## src/rtl/instruction_fetch_pkg.sv

```systemverilog
// Shared RISC-V fetch definitions: reset vector, instruction width, NOP encoding
// and the default geometry of the fetch stage.
package instruction_fetch_pkg;

  localparam int unsigned RV_INSTR_W    = 32;
  localparam logic [31:0] RV_NOP        = 32'h0000_0013;
  localparam int unsigned RV_RESET_PC   = 0;
  localparam int unsigned IF_ADDR_W     = 10;
  localparam int unsigned IF_FIFO_DEPTH = 4;

endpackage

```

## src/rtl/instruction_fetch_if.sv

```systemverilog
// Fetch-stage bus bundle: instruction-memory port, redirect input and the
// decode-side valid/ready output.
interface instruction_fetch_if #(
  parameter int unsigned ADDRESS_WIDTH = 10,
  parameter int unsigned DATA_WIDTH    = 32
);
  logic                     im_ce;
  logic [ADDRESS_WIDTH-1:0] im_address;
  logic [DATA_WIDTH-1:0]    im_data;
  logic                     im_data_valid;
  logic                     redirect_valid;
  logic [ADDRESS_WIDTH-1:0] redirect_pc;
  logic                     out_valid;
  logic [DATA_WIDTH-1:0]    out_instr;
  logic [ADDRESS_WIDTH-1:0] out_pc;
  logic                     out_ready;

  modport master (
    output im_ce, im_address, out_valid, out_instr, out_pc,
    input  im_data, im_data_valid, redirect_valid, redirect_pc, out_ready
  );

  modport slave (
    input  im_ce, im_address, out_valid, out_instr, out_pc,
    output im_data, im_data_valid, redirect_valid, redirect_pc, out_ready
  );
endinterface

```

## src/rtl/instruction_fetch_fifo.sv

```systemverilog
// Synchronous instruction buffer with flush; the head reads as zero when empty
// so the fetch outputs are clean without resetting the storage array.
module instruction_fetch_fifo #(
  parameter  int unsigned WIDTH = 42,
  parameter  int unsigned DEPTH = 4,
  localparam int unsigned PTR_W = $clog2(DEPTH),
  localparam int unsigned CNT_W = PTR_W + 1
) (
  input  logic             clk,
  input  logic             rst,
  input  logic             push_i,
  input  logic             pop_i,
  input  logic             flush_i,
  input  logic [WIDTH-1:0] data_i,
  output logic [WIDTH-1:0] data_o,
  output logic [CNT_W-1:0] count_o
);

  logic [WIDTH-1:0] mem_q [DEPTH];
  logic [PTR_W-1:0] wr_ptr_q, wr_ptr_d, rd_ptr_q, rd_ptr_d;
  logic [CNT_W-1:0] count_q, count_d;

  always_comb begin
    wr_ptr_d = wr_ptr_q;
    rd_ptr_d = rd_ptr_q;
    count_d  = count_q;
    if (flush_i) begin
      wr_ptr_d = '0;
      rd_ptr_d = '0;
      count_d  = '0;
    end else begin
      if (push_i) wr_ptr_d = wr_ptr_q + PTR_W'(1);
      if (pop_i)  rd_ptr_d = rd_ptr_q + PTR_W'(1);
      case ({push_i, pop_i})
        2'b10:   count_d = count_q + CNT_W'(1);
        2'b01:   count_d = count_q - CNT_W'(1);
        default: count_d = count_q;
      endcase
    end
  end

  always_ff @(posedge clk or negedge rst) begin
    if (!rst) begin
      wr_ptr_q <= '0;
      rd_ptr_q <= '0;
      count_q  <= '0;
    end else begin
      wr_ptr_q <= wr_ptr_d;
      rd_ptr_q <= rd_ptr_d;
      count_q  <= count_d;
    end
  end

  always_ff @(posedge clk) begin
    if (push_i && !flush_i) mem_q[wr_ptr_q] <= data_i;
  end

  assign data_o  = (count_q != '0) ? mem_q[rd_ptr_q] : '0;
  assign count_o = count_q;

endmodule

```

## src/rtl/instruction_fetch.sv

```systemverilog
// Fetch stage: PC, single outstanding memory read and credit-based issue into a
// small instruction buffer, with a redirect that flushes all younger work.
module instruction_fetch
  import instruction_fetch_pkg::*;
#(
  parameter int unsigned ADDRESS_WIDTH = IF_ADDR_W,
  parameter int unsigned DATA_WIDTH    = RV_INSTR_W,
  parameter int unsigned RESET_PC      = RV_RESET_PC,
  parameter int unsigned FIFO_DEPTH    = IF_FIFO_DEPTH
) (
  input logic                 clk,
  input logic                 rst,
  instruction_fetch_if.master bus
);

  localparam int unsigned CNT_W   = $clog2(FIFO_DEPTH) + 1;
  localparam int unsigned ENTRY_W = DATA_WIDTH + ADDRESS_WIDTH;

  logic [ADDRESS_WIDTH-1:0] pc_q, pc_d;
  logic [ADDRESS_WIDTH-1:0] inflight_pc_q, inflight_pc_d;
  logic                     inflight_q, inflight_d;
  logic [CNT_W-1:0]         fifo_count;
  logic [CNT_W:0]           credit_used;
  logic                     credit_ok, issue, push, pop, redirect;
  logic [ENTRY_W-1:0]       head;

  assign redirect = bus.redirect_valid;

  // Buffered entries plus the outstanding read may never exceed the buffer,
  // so a response always has a slot; the rst term keeps im_ce low in reset.
  assign credit_used = {1'b0, fifo_count} + {{CNT_W{1'b0}}, inflight_q};
  assign credit_ok   = credit_used < (CNT_W + 1)'(FIFO_DEPTH);
  assign issue       = rst && !redirect && credit_ok;
  assign push        = bus.im_data_valid && inflight_q && !redirect;
  assign pop         = bus.out_valid && bus.out_ready;

  always_comb begin
    pc_d          = pc_q;
    inflight_d    = inflight_q;
    inflight_pc_d = inflight_pc_q;
    if (redirect) begin
      pc_d       = bus.redirect_pc;
      inflight_d = 1'b0;
    end else if (issue) begin
      pc_d          = pc_q + ADDRESS_WIDTH'(1);
      inflight_d    = 1'b1;
      inflight_pc_d = pc_q;
    end else if (push) begin
      inflight_d = 1'b0;
    end
  end

  always_ff @(posedge clk or negedge rst) begin
    if (!rst) begin
      pc_q       <= ADDRESS_WIDTH'(RESET_PC);
      inflight_q <= 1'b0;
    end else begin
      pc_q       <= pc_d;
      inflight_q <= inflight_d;
    end
  end

  always_ff @(posedge clk) begin
    inflight_pc_q <= inflight_pc_d;
  end

  instruction_fetch_fifo #(
    .WIDTH (ENTRY_W),
    .DEPTH (FIFO_DEPTH)
  ) u_fetch_fifo (
    .clk     (clk),
    .rst     (rst),
    .push_i  (push),
    .pop_i   (pop),
    .flush_i (redirect),
    .data_i  ({bus.im_data, inflight_pc_q}),
    .data_o  (head),
    .count_o (fifo_count)
  );

  assign bus.im_ce      = issue;
  assign bus.im_address = pc_q;
  assign bus.out_valid  = (fifo_count != '0) && !redirect;
  assign bus.out_instr  = head[ENTRY_W-1:ADDRESS_WIDTH];
  assign bus.out_pc     = head[ADDRESS_WIDTH-1:0];

endmodule

```

## src/flat_wrapper.sv

```systemverilog
// flat-port wrapper written by rule: the top's interface ports become plain ports
module instruction_fetch_flat import instruction_fetch_pkg::*;
#(
  parameter int unsigned ADDRESS_WIDTH = IF_ADDR_W,
  parameter int unsigned DATA_WIDTH    = RV_INSTR_W,
  parameter int unsigned RESET_PC      = RV_RESET_PC,
  parameter int unsigned FIFO_DEPTH    = IF_FIFO_DEPTH
)
  (clk, rst, bus_im_ce, bus_im_address, bus_out_valid, bus_out_instr, bus_out_pc, bus_im_data, bus_im_data_valid, bus_redirect_valid, bus_redirect_pc, bus_out_ready);
  instruction_fetch_if #(.ADDRESS_WIDTH(ADDRESS_WIDTH), .DATA_WIDTH(DATA_WIDTH)) bus_i ();
  input logic clk;
  input logic rst;
  output wire logic [$bits(bus_i.im_ce)-1:0] bus_im_ce;
  output wire logic [$bits(bus_i.im_address)-1:0] bus_im_address;
  output wire logic [$bits(bus_i.out_valid)-1:0] bus_out_valid;
  output wire logic [$bits(bus_i.out_instr)-1:0] bus_out_instr;
  output wire logic [$bits(bus_i.out_pc)-1:0] bus_out_pc;
  input wire logic [$bits(bus_i.im_data)-1:0] bus_im_data;
  input wire logic [$bits(bus_i.im_data_valid)-1:0] bus_im_data_valid;
  input wire logic [$bits(bus_i.redirect_valid)-1:0] bus_redirect_valid;
  input wire logic [$bits(bus_i.redirect_pc)-1:0] bus_redirect_pc;
  input wire logic [$bits(bus_i.out_ready)-1:0] bus_out_ready;
  assign bus_im_ce = bus_i.im_ce;
  assign bus_im_address = bus_i.im_address;
  assign bus_out_valid = bus_i.out_valid;
  assign bus_out_instr = bus_i.out_instr;
  assign bus_out_pc = bus_i.out_pc;
  assign bus_i.im_data = bus_im_data;
  assign bus_i.im_data_valid = bus_im_data_valid;
  assign bus_i.redirect_valid = bus_redirect_valid;
  assign bus_i.redirect_pc = bus_redirect_pc;
  assign bus_i.out_ready = bus_out_ready;
  instruction_fetch #(.ADDRESS_WIDTH(ADDRESS_WIDTH), .DATA_WIDTH(DATA_WIDTH), .RESET_PC(RESET_PC), .FIFO_DEPTH(FIFO_DEPTH)) u_core (.clk(clk), .rst(rst), .bus(bus_i));
endmodule
```

## config.mk

```make
export PLATFORM = sky130hd
export DESIGN_NAME = instruction_fetch_flat
export DESIGN_NICKNAME = d
export VERILOG_FILES = /design/src/rtl/instruction_fetch_pkg.sv /design/src/rtl/instruction_fetch_if.sv /design/src/rtl/instruction_fetch_fifo.sv /design/src/rtl/instruction_fetch.sv /design/src/flat_wrapper.sv
export SDC_FILE = /design/constraint.sdc
export NUM_CORES = 1
export LEC_CHECK = 0
export ABC_AREA = 1
export BUFFER_PORTS_ARGS = -buffer_cell sky130_fd_sc_hd__clkbuf_2
export CAP_MARGIN = 5
export CELL_PAD_IN_SITES_DETAIL_PLACEMENT = 1
export CELL_PAD_IN_SITES_GLOBAL_PLACEMENT = 1
export CORE_AREA = 2 2 151 153
export DETAILED_ROUTE_END_ITERATION = 10
export DIE_AREA = 0 0 153 155
export PLACE_DENSITY_LB_ADDON = 0.12
export SYNTH_ARGS = -nofsm -noshare
export SYNTH_HDL_FRONTEND = slang
export SYNTH_SLANG_ARGS = --single-unit
```

## constraint.sdc

```tcl
create_clock -name clk -period 4.3 [get_ports clk]
set_input_delay 0.86 -clock clk [delete_from_list [all_inputs] [get_ports clk]]
set_output_delay 0.86 -clock clk [all_outputs]
set_load 0.01 [all_outputs]
```

==> results of run 1 <==
-- per-stage QoR --
| stage | utilization | setup slack [ps] |
|---|---|---|
| 2_1_floorplan | - | 781.1 |
| 3_3_place_gp | 0.3944 | 1465 |
| 3_5_place_dp | 0.3944 | 1437 |
| 4_1_cts | 0.4198 | 962.0 |
| 5_1_grt | 0.4198 | 808.1 |
| 6_report | 0.4198 | 1070 |
-- placed cells by master, fill, tap and decap left out, drive strengths merged --
cell type / count
nor2: 185
o211ai: 6
clkinvlp: 2
edfxtp: 178
o21ai: 91
nand3: 16
nand3b: 1
buf: 10
fa: 1
clkbuf: 120
dfrtp: 18
a21oi: 45
o21bai: 1
inv: 26
o31ai: 1
clkinv: 8
a31oi: 1
bufinv: 1
ha: 5
nand2: 44
nor3: 2
nand4: 3
xnor2: 2
-- per-layer routing --
| layer | global-route usage | up-vias |
|---|---|---|
| met4 | 0.04806 | 0 |
| met3 | 0.03482 | 17 |
| met5 | 0 | - |
| met2 | 0.2990 | 88 |
| met1 | 0.2100 | 2616 |
| li1 | - | 2498 |
-- critical path: stages, from the launching register on --
cell      delay, ps
dfrtp_2         410
inv_2           670
buf_4           360
o21ai_0         120
a21oi_1         200
clkbuf_2        170
-- cell families (layout without fill, tap and decap cells) --
logic type / count (synthesis) / in the layout / synth area share
simple gates: 251 / 251 / 0.1297
xor+xnor: 2 / 2 / 0.002190
flops: 196 / 196 / 0.7244
fa+ha+maj: 6 / 6 / 0.01032
buf+inv: 59 / 167 / 0.03957
compound gates: 145 / 145 / 0.09384
-- worst max path at each step --
stage	start	end	slack (ps)	cells past startpoint
final	u_core.u_fetch_fifo.rd_ptr_q[0]	bus_out_instr[19]	1070	5
after global routing	u_core.u_fetch_fifo.rd_ptr_q[0]	bus_out_instr[19]	810	5
after CTS	u_core.u_fetch_fifo.rd_ptr_q[0]	bus_out_instr[19]	960	5
after detailed placement	u_core.u_fetch_fifo.rd_ptr_q[0]	bus_out_instr[19]	1440	5
after global placement	u_core.u_fetch_fifo.rd_ptr_q[0]	bus_out_instr[19]	1470	5
after floorplan	bus_redirect_valid	u_core.u_fetch_fifo.mem_q[0][0]	780	4
-- area by class of cell --
cell class / count / area share
Multi-Input combinational cell: 404 / 0.2056
Sequential cell: 196 / 0.6214
Timing Repair Buffer: 110 / 0.06437
Tap cell: 285 / 0.03822
Inverter: 25 / 0.01006
Clock inverter: 12 / 0.01140
Clock buffer: 20 / 0.04895
-- where the power goes --
part,internal [uW],total (uW),switching (uW)
Sequential,2180,2260,79.1
Combinational,448,1410,961
Clock,829,1520,693
Total,3460,5190,1730
-- sequential cells by signal, indices dropped and copies added (netlist names) --
signal                        flops
u_core.u_fetch_fifo.rd_ptr_q      2
u_core.inflight_q                 1
u_core.bus.im_address            10
u_core.u_fetch_fifo.count_o       3
u_core.u_fetch_fifo.mem_q       168
u_core.u_fetch_fifo.wr_ptr_q      2
u_core.inflight_pc_q             10
==> results.yml, run 1 <==
clocking:
  post_cts_resized: 0
  numCtsBuffers: 17
  clock_path_buffers: 2
  h-tree-depth: 4
  post_cts_buffers: 0
  numClockSinks: 196
  cts_tree: "done"
  clk_latency_ps: 430
  cts_root_buf: "clkbuf_16"
  ctsHoldBuffers: 0
  clk_pin_slew_ps: 70
synth:
  synth_seq_cells: 196
  avgSynthCellArea_sq_um: 12.14
  yosys.area.top_type: "edfxtp_1"
  seq_area_frac_synth: 0.7244
  syn-num-nets: 712
  syn_inst: 659
  synthDistinctLibCells: 31
  yosysMostFrequentCell: "nor2_1"
  yosys-top-cells-count: "181 x nor2_1, 178 x edfxtp_1, 53 x o21ai_0, 44 x a21oi_1, 42 x nand2_1"
  synthDominantCellAreaShare: 0.6681
  yosys_warnings: 0
  synthTopCellsByArea: "edfxtp_1 67%, nor2_1 8.5%, dfrtp_1 5.6%"
  synth_area_sq_mm: 0.008000
  async_flop_share: 0.09184
  synth-edff-count: 178
  synthFlopType: "edfxtp_1"
floorplan:
  die_area_sq_mm: 0.02372
  ios: 101
  core_area_sq_mm: 0.02223
  dieHeight_um: 155
  fp-row-count: 55
  die_w_um: 153
  start_util: 0.3599
status:
  status: "completed"
global_routing:
  grt_pass1_wl_um: 31110
  grt_max_degree: 88
  antenna_found_initial: 0
  grt_pass1_vias: 5763
  globalRoute.totalOverflow: 0
  track_usage: 0.1687
final_layout:
  multi_input_area_sq_mm: 0.001918
  nets: 807
  seqCellArea_sq_mm: 0.005798
  num_antenna_cells: 0
  area_growth_syn_to_layout_pct: 16.62
  final_area_sq_mm: 0.009330
  n_fill_cell: 2399
  drive_gt1_frac: 0.2099
  instances_no_fill: 1052
worst_setup_path:
  reg2regPathDepth: 5
  r2r_end: "u_core.u_fetch_fifo.mem_q[1][10]"
  cp_max_fo: 52
  arrival_ps: 2370
  r2r_slack_ps: 2190
  endpoint_kind: "primary output"
  crit_path_start_kind: "flip-flop"
  crit_type: "reg2out"
  r2r-start: "u_core.inflight_q"
  worst_ep_required_time_ps: 3440
timing:
  fin_worst_skew_ps: 12.00
  worstMarginPinSlew_ps: 983.8
  max_freq_mhz: 309.6
  maxSlewHeadroom: 0.3432
  setup_tns_ps: 0
  setup_viol: 0
  hold_ws_ps: 403.4
  fin_crit_sh: 0.7511
  slew_viol_final: 0
  timing_hold_violations_final: 0
  rsz0062_at_grt: "no"
  min_period_ps: 3230
detailed_routing:
  antenna_left: 0
  drc_errors: 0
  wl_met3_um: 676
  met1Wirelength_um: 8466
  wl_per_cell_um: 18.13
  dr.max_layer_used: "met4"
  viasPerCell: 4.961
  drt_first_pass_iters: 4
  dr_wl_met2_um: 9745
  wl_um: 19080
  vias: 5219
  drt_iter0_drc: 249
power:
  vdd_drop_max_mv: 0.2516
  power-per-cell-area_mw_per_mm2: 556.4
  leakage_uw: 0.003428
  total_power_uw: 5192
place:
  gp_congestion: 0.7690
  placed_cells: 1020
  dpl.hpwl_um: 11570
  io_buffers: 100
  placed_area_sq_mm: 0.008767
worst_hold_path:
  hold_path.class: "in2async"
flow_run:
  maxCapViolCount: 0
(Power assumes the default switching activity.)
==> inputs of run 2 (changes only) <==
- clock period: 4.3 -> 2.8 ns (I/O delays scaled with it)
==> run 2 against run 1 <==
- setup slack got worse by 920 ps
- register-to-register slack lost 1300 ps
- non-clock buffer count rose by 9
- sequential power is 54% higher
- largest power group unchanged
==> results.yml, run 2 (synthesis results as in run 1) <==
worst_hold_path:
  hold_path.class: "in2async"
worst_setup_path:
  worst_ep_required_time_ps: 2240
  endpoint_kind: "primary output"
  critPathMaxStageDelay_ps: 440
  crit_type: "reg2out"
  path_delay_family: "buffers and inverters"
  crit_path_start_kind: "flip-flop"
  cp_num_buf_inv: 3
  path_cells: "inv_2 -> buf_4 -> o21ai_0 -> a21oi_1 -> clkbuf_2"
  cpMaxStageDelayCell: "dfrtp_2"
  arrival_ps: 2090
  cp_max_fo: 26
global_routing:
  grt_pass1_vias: 5602
  globalRoute.totalOverflow: 0
  grt_max_degree: 68
  grt_pass1_wl_um: 30570
  track_usage: 0.1661
  antenna_found_initial: 0
floorplan:
  dieHeight_um: 155
  start_util: 0.3599
  ios: 101
  die_w_um: 153
  fp-row-count: 55
  die_area_sq_mm: 0.02372
  core_area_sq_mm: 0.02223
detailed_routing:
  vias: 5246
  drt_iter0_drc: 295
  viasPerCell: 4.944
  wl_um: 19290
  wl_per_cell_um: 18.18
  drt_first_pass_iters: 6
  antenna_left: 0
  drc_errors: 0
clocking:
  numClockSinks: 196
  ctsHoldBuffers: 0
  clk_latency_ps: 430
  clk_pin_slew_ps: 70
  post_cts_resized: 0
  clock_path_buffers: 2
  h-tree-depth: 4
  post_cts_buffers: 0
  cts_root_buf: "clkbuf_16"
  numCtsBuffers: 17
  cts_tree: "done"
status:
  status: "completed"
timing:
  maxSlewHeadroom: 0.5878
  timing_hold_violations_final: 0
  min_period_ps: 2646
  fin_worst_skew_ps: 9.153
  slew_viol_final: 0
  fin_crit_sh: 0.9449
  rsz0062_at_grt: "no"
  worstMarginPinSlew_ps: 617.4
  setup_viol: 0
  max_freq_mhz: 378.0
flow_run:
  maxCapViolCount: 0
final_layout:
  instances_no_fill: 1061
  drive_gt1_frac: 0.2216
  num_antenna_cells: 0
  fin_util: 0.4284
  final_area_sq_mm: 0.009523
  final_common_cell: "edfxtp_1"
  largest_register_ffs: 168
  area_growth_syn_to_layout_pct: 19.03
  nets: 816
  layout_common_cells: "178 x edfxtp_1, 177 x nor2_1, 100 x clkbuf_2"
  top_register: "u_core.u_fetch_fifo.mem_q"
place:
  gp_congestion: 0.7596
  io_buffers: 100
  placed_cells: 1029
  placed_area_sq_mm: 0.008897
  dpl.hpwl_um: 11980
power:
  clockPowerShare: 0.306
  power_frac_comb: 0.279
  vdd_drop_max_mv: 0.5119
  switching_share: 0.3276
  power-per-cell-area_mw_per_mm2: 878.8
  leakage_uw: 0.003524
  p_seq_frac: 0.415
  p_int_uw: 5627
  switchingPower_uw: 2741
run 2: cell types whose count changed in the layout (fill, tap and decap cells not counted), sizes merged:
cell and delta:
bufinv +2, buf +9, inv +4, clkinv -6
run 2: worst paths after layout:
check / start / to / slack [ps] / cells past startpoint
max: u_core.u_fetch_fifo.rd_ptr_q[0] / bus_out_instr[24] / 150 / 5
min: rst / u_core.u_fetch_fifo.count_o[1] / 140 / 2
max reg2reg: u_core.inflight_q / u_core.u_fetch_fifo.mem_q[3][28] / 900 / 5
min reg2reg: u_core.inflight_pc_q[4] / u_core.u_fetch_fifo.mem_q[1][4] / 510 / 0
max in group asynchronous: rst / u_core.u_fetch_fifo.rd_ptr_q[0] / 2430 / 2
min in group clk: bus_im_data[28] / u_core.u_fetch_fifo.mem_q[2][38] / 350 / 1
run 2: per-layer routing:
| layer | GRT usage | wire [um] | vias to the layer above | share of wire |
|---|---|---|---|---|
| met1 | 0.2167 | 8910 | 2625 | 0.46 |
| met3 | 0.03705 | 645 | 16 | 0.033 |
| met2 | 0.2849 | 9551 | 93 | 0.50 |
| met4 | 0.03968 | 178 | 0 | 0.0092 |
| met5 | 0 | 0 | - | 0 |
| li1 | - | - | 2512 | - |
run 2: per-stage QoR:
| stage | setup TNS, ps | hold slack [ps] | total power (uW) | setup slack, ps |
|---|---|---|---|---|
| 5_1_grt | 0 | 145.7 | 8841 | 3.376 |
| 4_1_cts | 0 | 136.7 | 8484 | 85.36 |
| 3_3_place_gp | 0 | 476.0 | 5865 | 543.8 |
| 3_5_place_dp | 0 | 491.9 | 5926 | 486.7 |
| 6_report | 0 | 140.1 | 8369 | 154.4 |
| 2_1_floorplan | -70370 | 264.4 | 4963 | -418.9 |
run 2: power groups by stage:
stage | registers [uW] | logic, uW | clock network (uW)
detailed placement | 3540 | 2380 | 0
CTS | 3480 | 2400 | 2610
global placement | 3530 | 2330 | 0
floorplan | 3510 | 1450 | 0
global route | 3500 | 2630 | 2710
finish | 3480 | 2340 | 2560
run 2: area by class of cell:
cell class	count	area (sq um)
fill	2378	12700
tap	285	356.6
multi-input combinational	404	1918
timing repair buffer	119	730.7
clock buffer	20	456.7
sequential	196	5798
inverter	25	93.84
clock inverter	12	168.9
==> inputs of run 3 (changes only) <==
- PLACE_DENSITY_LB_ADDON: 0.12 -> 0.3
==> run 3 against run 2 <==
- setup slack improved by 40 ps
- highest routed layer unchanged
- worst hold slack about the same
- first-iteration DRC count decreased by 4.7%
- global-route usage decreased by 0.096 points
- non-clock buffer count decreased by 4
- clock power increased by 3%
- maximum frequency increased by 1.5%
- wire length decreased by 0.86%
- sequential power about the same
- die area unchanged
==> results.yml, run 3 (synthesis results as in run 1) <==
status:
  status: "completed"
clocking:
  numCtsBuffers: 17
  post_cts_resized: 0
  clk_latency_ps: 430
  clk_pin_slew_ps: 70
  cts_tree: "done"
  post_cts_buffers: 0
  clock_path_buffers: 2
  cts_root_buf: "clkbuf_16"
  ctsHoldBuffers: 0
  h-tree-depth: 4
  numClockSinks: 196
floorplan:
  dieHeight_um: 155
  die_w_um: 153
  die_area_sq_mm: 0.02372
  start_util: 0.3599
  ios: 101
  core_area_sq_mm: 0.02223
  fp-row-count: 55
worst_setup_path:
  endpoint_kind: "primary output"
  cp_max_fo: 87
  worst_ep_required_time_ps: 2240
  crit_type: "reg2out"
  arrival_ps: 2050
  crit_path_start_kind: "flip-flop"
  r2r_slack_ps: 860
timing:
  timing_hold_violations_final: 0
  hold_ws_ps: 139.6
  fin_crit_sh: 0.9307
  min_period_ps: 2606
  rsz0062_at_grt: "no"
  slew_viol_final: 0
  maxSlewHeadroom: 0.6137
  max_freq_mhz: 383.7
  fin_worst_skew_ps: 9.065
  setup_viol: 0
  worstMarginPinSlew_ps: 579.5
final_layout:
  multi_input_area_sq_mm: 0.001918
  num_antenna_cells: 0
  n_fill_cell: 2386
  largest_register_ffs: 168
  drive_gt1_frac: 0.2137
  seqCellArea_sq_mm: 0.005801
  final_common_cell: "edfxtp_1"
  top_register: "u_core.u_fetch_fifo.mem_q"
  layout_common_cells: "178 x edfxtp_1, 177 x nor2_1, 100 x clkbuf_2"
  fin_util: 0.4283
  nets: 812
  area_growth_syn_to_layout_pct: 19.00
global_routing:
  use_met3: 0.03621
  grt_use_met2: 0.2808
  grt_pass1_wl_um: 30290
  grt_max_degree: 88
  globalRoute.totalOverflow: 0
  grt_busiest_layer: "met2"
  antenna_found_initial: 0
  grt_pass1_vias: 5604
  gr-usage-met1: 0.2123
  track_usage: 0.1652
power:
  power-per-cell-area_mw_per_mm2: 880.0
  p_seq_frac: 0.416
  leakage_uw: 0.003508
  power_frac_comb: 0.270
  switching_share: 0.3214
  switchingPower_uw: 2693
  vdd_drop_max_mv: 0.3920
  clockPowerShare: 0.314
  p_int_uw: 5685
detailed_routing:
  drt_iter0_drc: 281
  drt_first_pass_iters: 4
  wl_per_cell_um: 18.09
  antenna_left: 0
  viasPerCell: 4.979
  wl_um: 19120
  vias: 5263
  drc_errors: 0
place:
  gp_congestion: 0.8317
  dpl.hpwl_um: 12030
  io_buffers: 100
flow_run:
  maxCapViolCount: 0
worst_hold_path:
  hold_path.class: "in2async"
-- run 3: cell types whose count changed in the layout (fill, tap and decap cells not counted), sizes merged --
cell,change
clkinvlp,-1
buf,-4
bufinv,+2
inv,-4
clkinv,+4
clkbuf,-1
-- run 3: layout make-up --
type,instances,area share
Clock buffer,19,0.04547
Clock inverter,13,0.02155
Inverter,25,0.009857
Multi-Input combinational cell,404,0.2015
Sequential cell,196,0.6093
Tap cell,285,0.03746
Timing Repair Buffer,115,0.07491
-- run 3: power groups by stage --
stage / Sequential (uW) / Clock [uW] / Combinational, uW
floorplan: 3510 / 0 / 1450
finish: 3480 / 2630 / 2260
global placement: 3530 / 0 / 2250
CTS: 3480 / 2680 / 2320
global route: 3500 / 2790 / 2530
detailed placement: 3550 / 0 / 2310
-- run 3: path summary, 6_finish.rpt --
path,cells after the start,startpoint,end
min in group clk,1,bus_im_data[15],u_core.u_fetch_fifo.mem_q[3][25]
worst min-delay path,2,rst,u_core.u_fetch_fifo.count_o[2]
worst min register to register,0,u_core.bus.im_address[9],u_core.inflight_pc_q[9]
max in group asynchronous,2,rst,u_core.u_fetch_fifo.rd_ptr_q[1]
worst max register to register,5,u_core.inflight_q,u_core.u_fetch_fifo.mem_q[3][5]
worst max-delay path,6,u_core.u_fetch_fifo.rd_ptr_q[0],bus_out_pc[1]
-- run 3: metal layers --
layer  share of wire  routed length (um)  vias to the layer above
met5               0                   0                        -
met4          0.0092                 176                        0
met3           0.042                 811                       13
met2            0.49                9353                      114
met1            0.46                8778                     2636
li1                -                   -                     2500
-- run 3: per-stage QoR --
stage | worst slack, ps | TNS (ps) | std cells | power, uW | instance area [sq um]
after global placement | 546.1 | 0 | 1025 | 5789 | 8882
after global routing | 66.83 | 0 | 1057 | 8822 | 9520
final | 194.1 | 0 | 1057 | 8378 | 9520
after CTS | 171.2 | 0 | 1057 | 8480 | 9520
after floorplan | -418.9 | -70370 | 659 | 4963 | 8000
after detailed placement | 477.6 | 0 | 1025 | 5851 | 8882
-- run 3: critical path, cell delays in order, from the launching register on --
cell and delay (ps):
dfrtp_4 440, buf_12 360, nor2_1 100, nor2_1 90, o21ai_0 100, a21oi_1 310, clkbuf_2 210
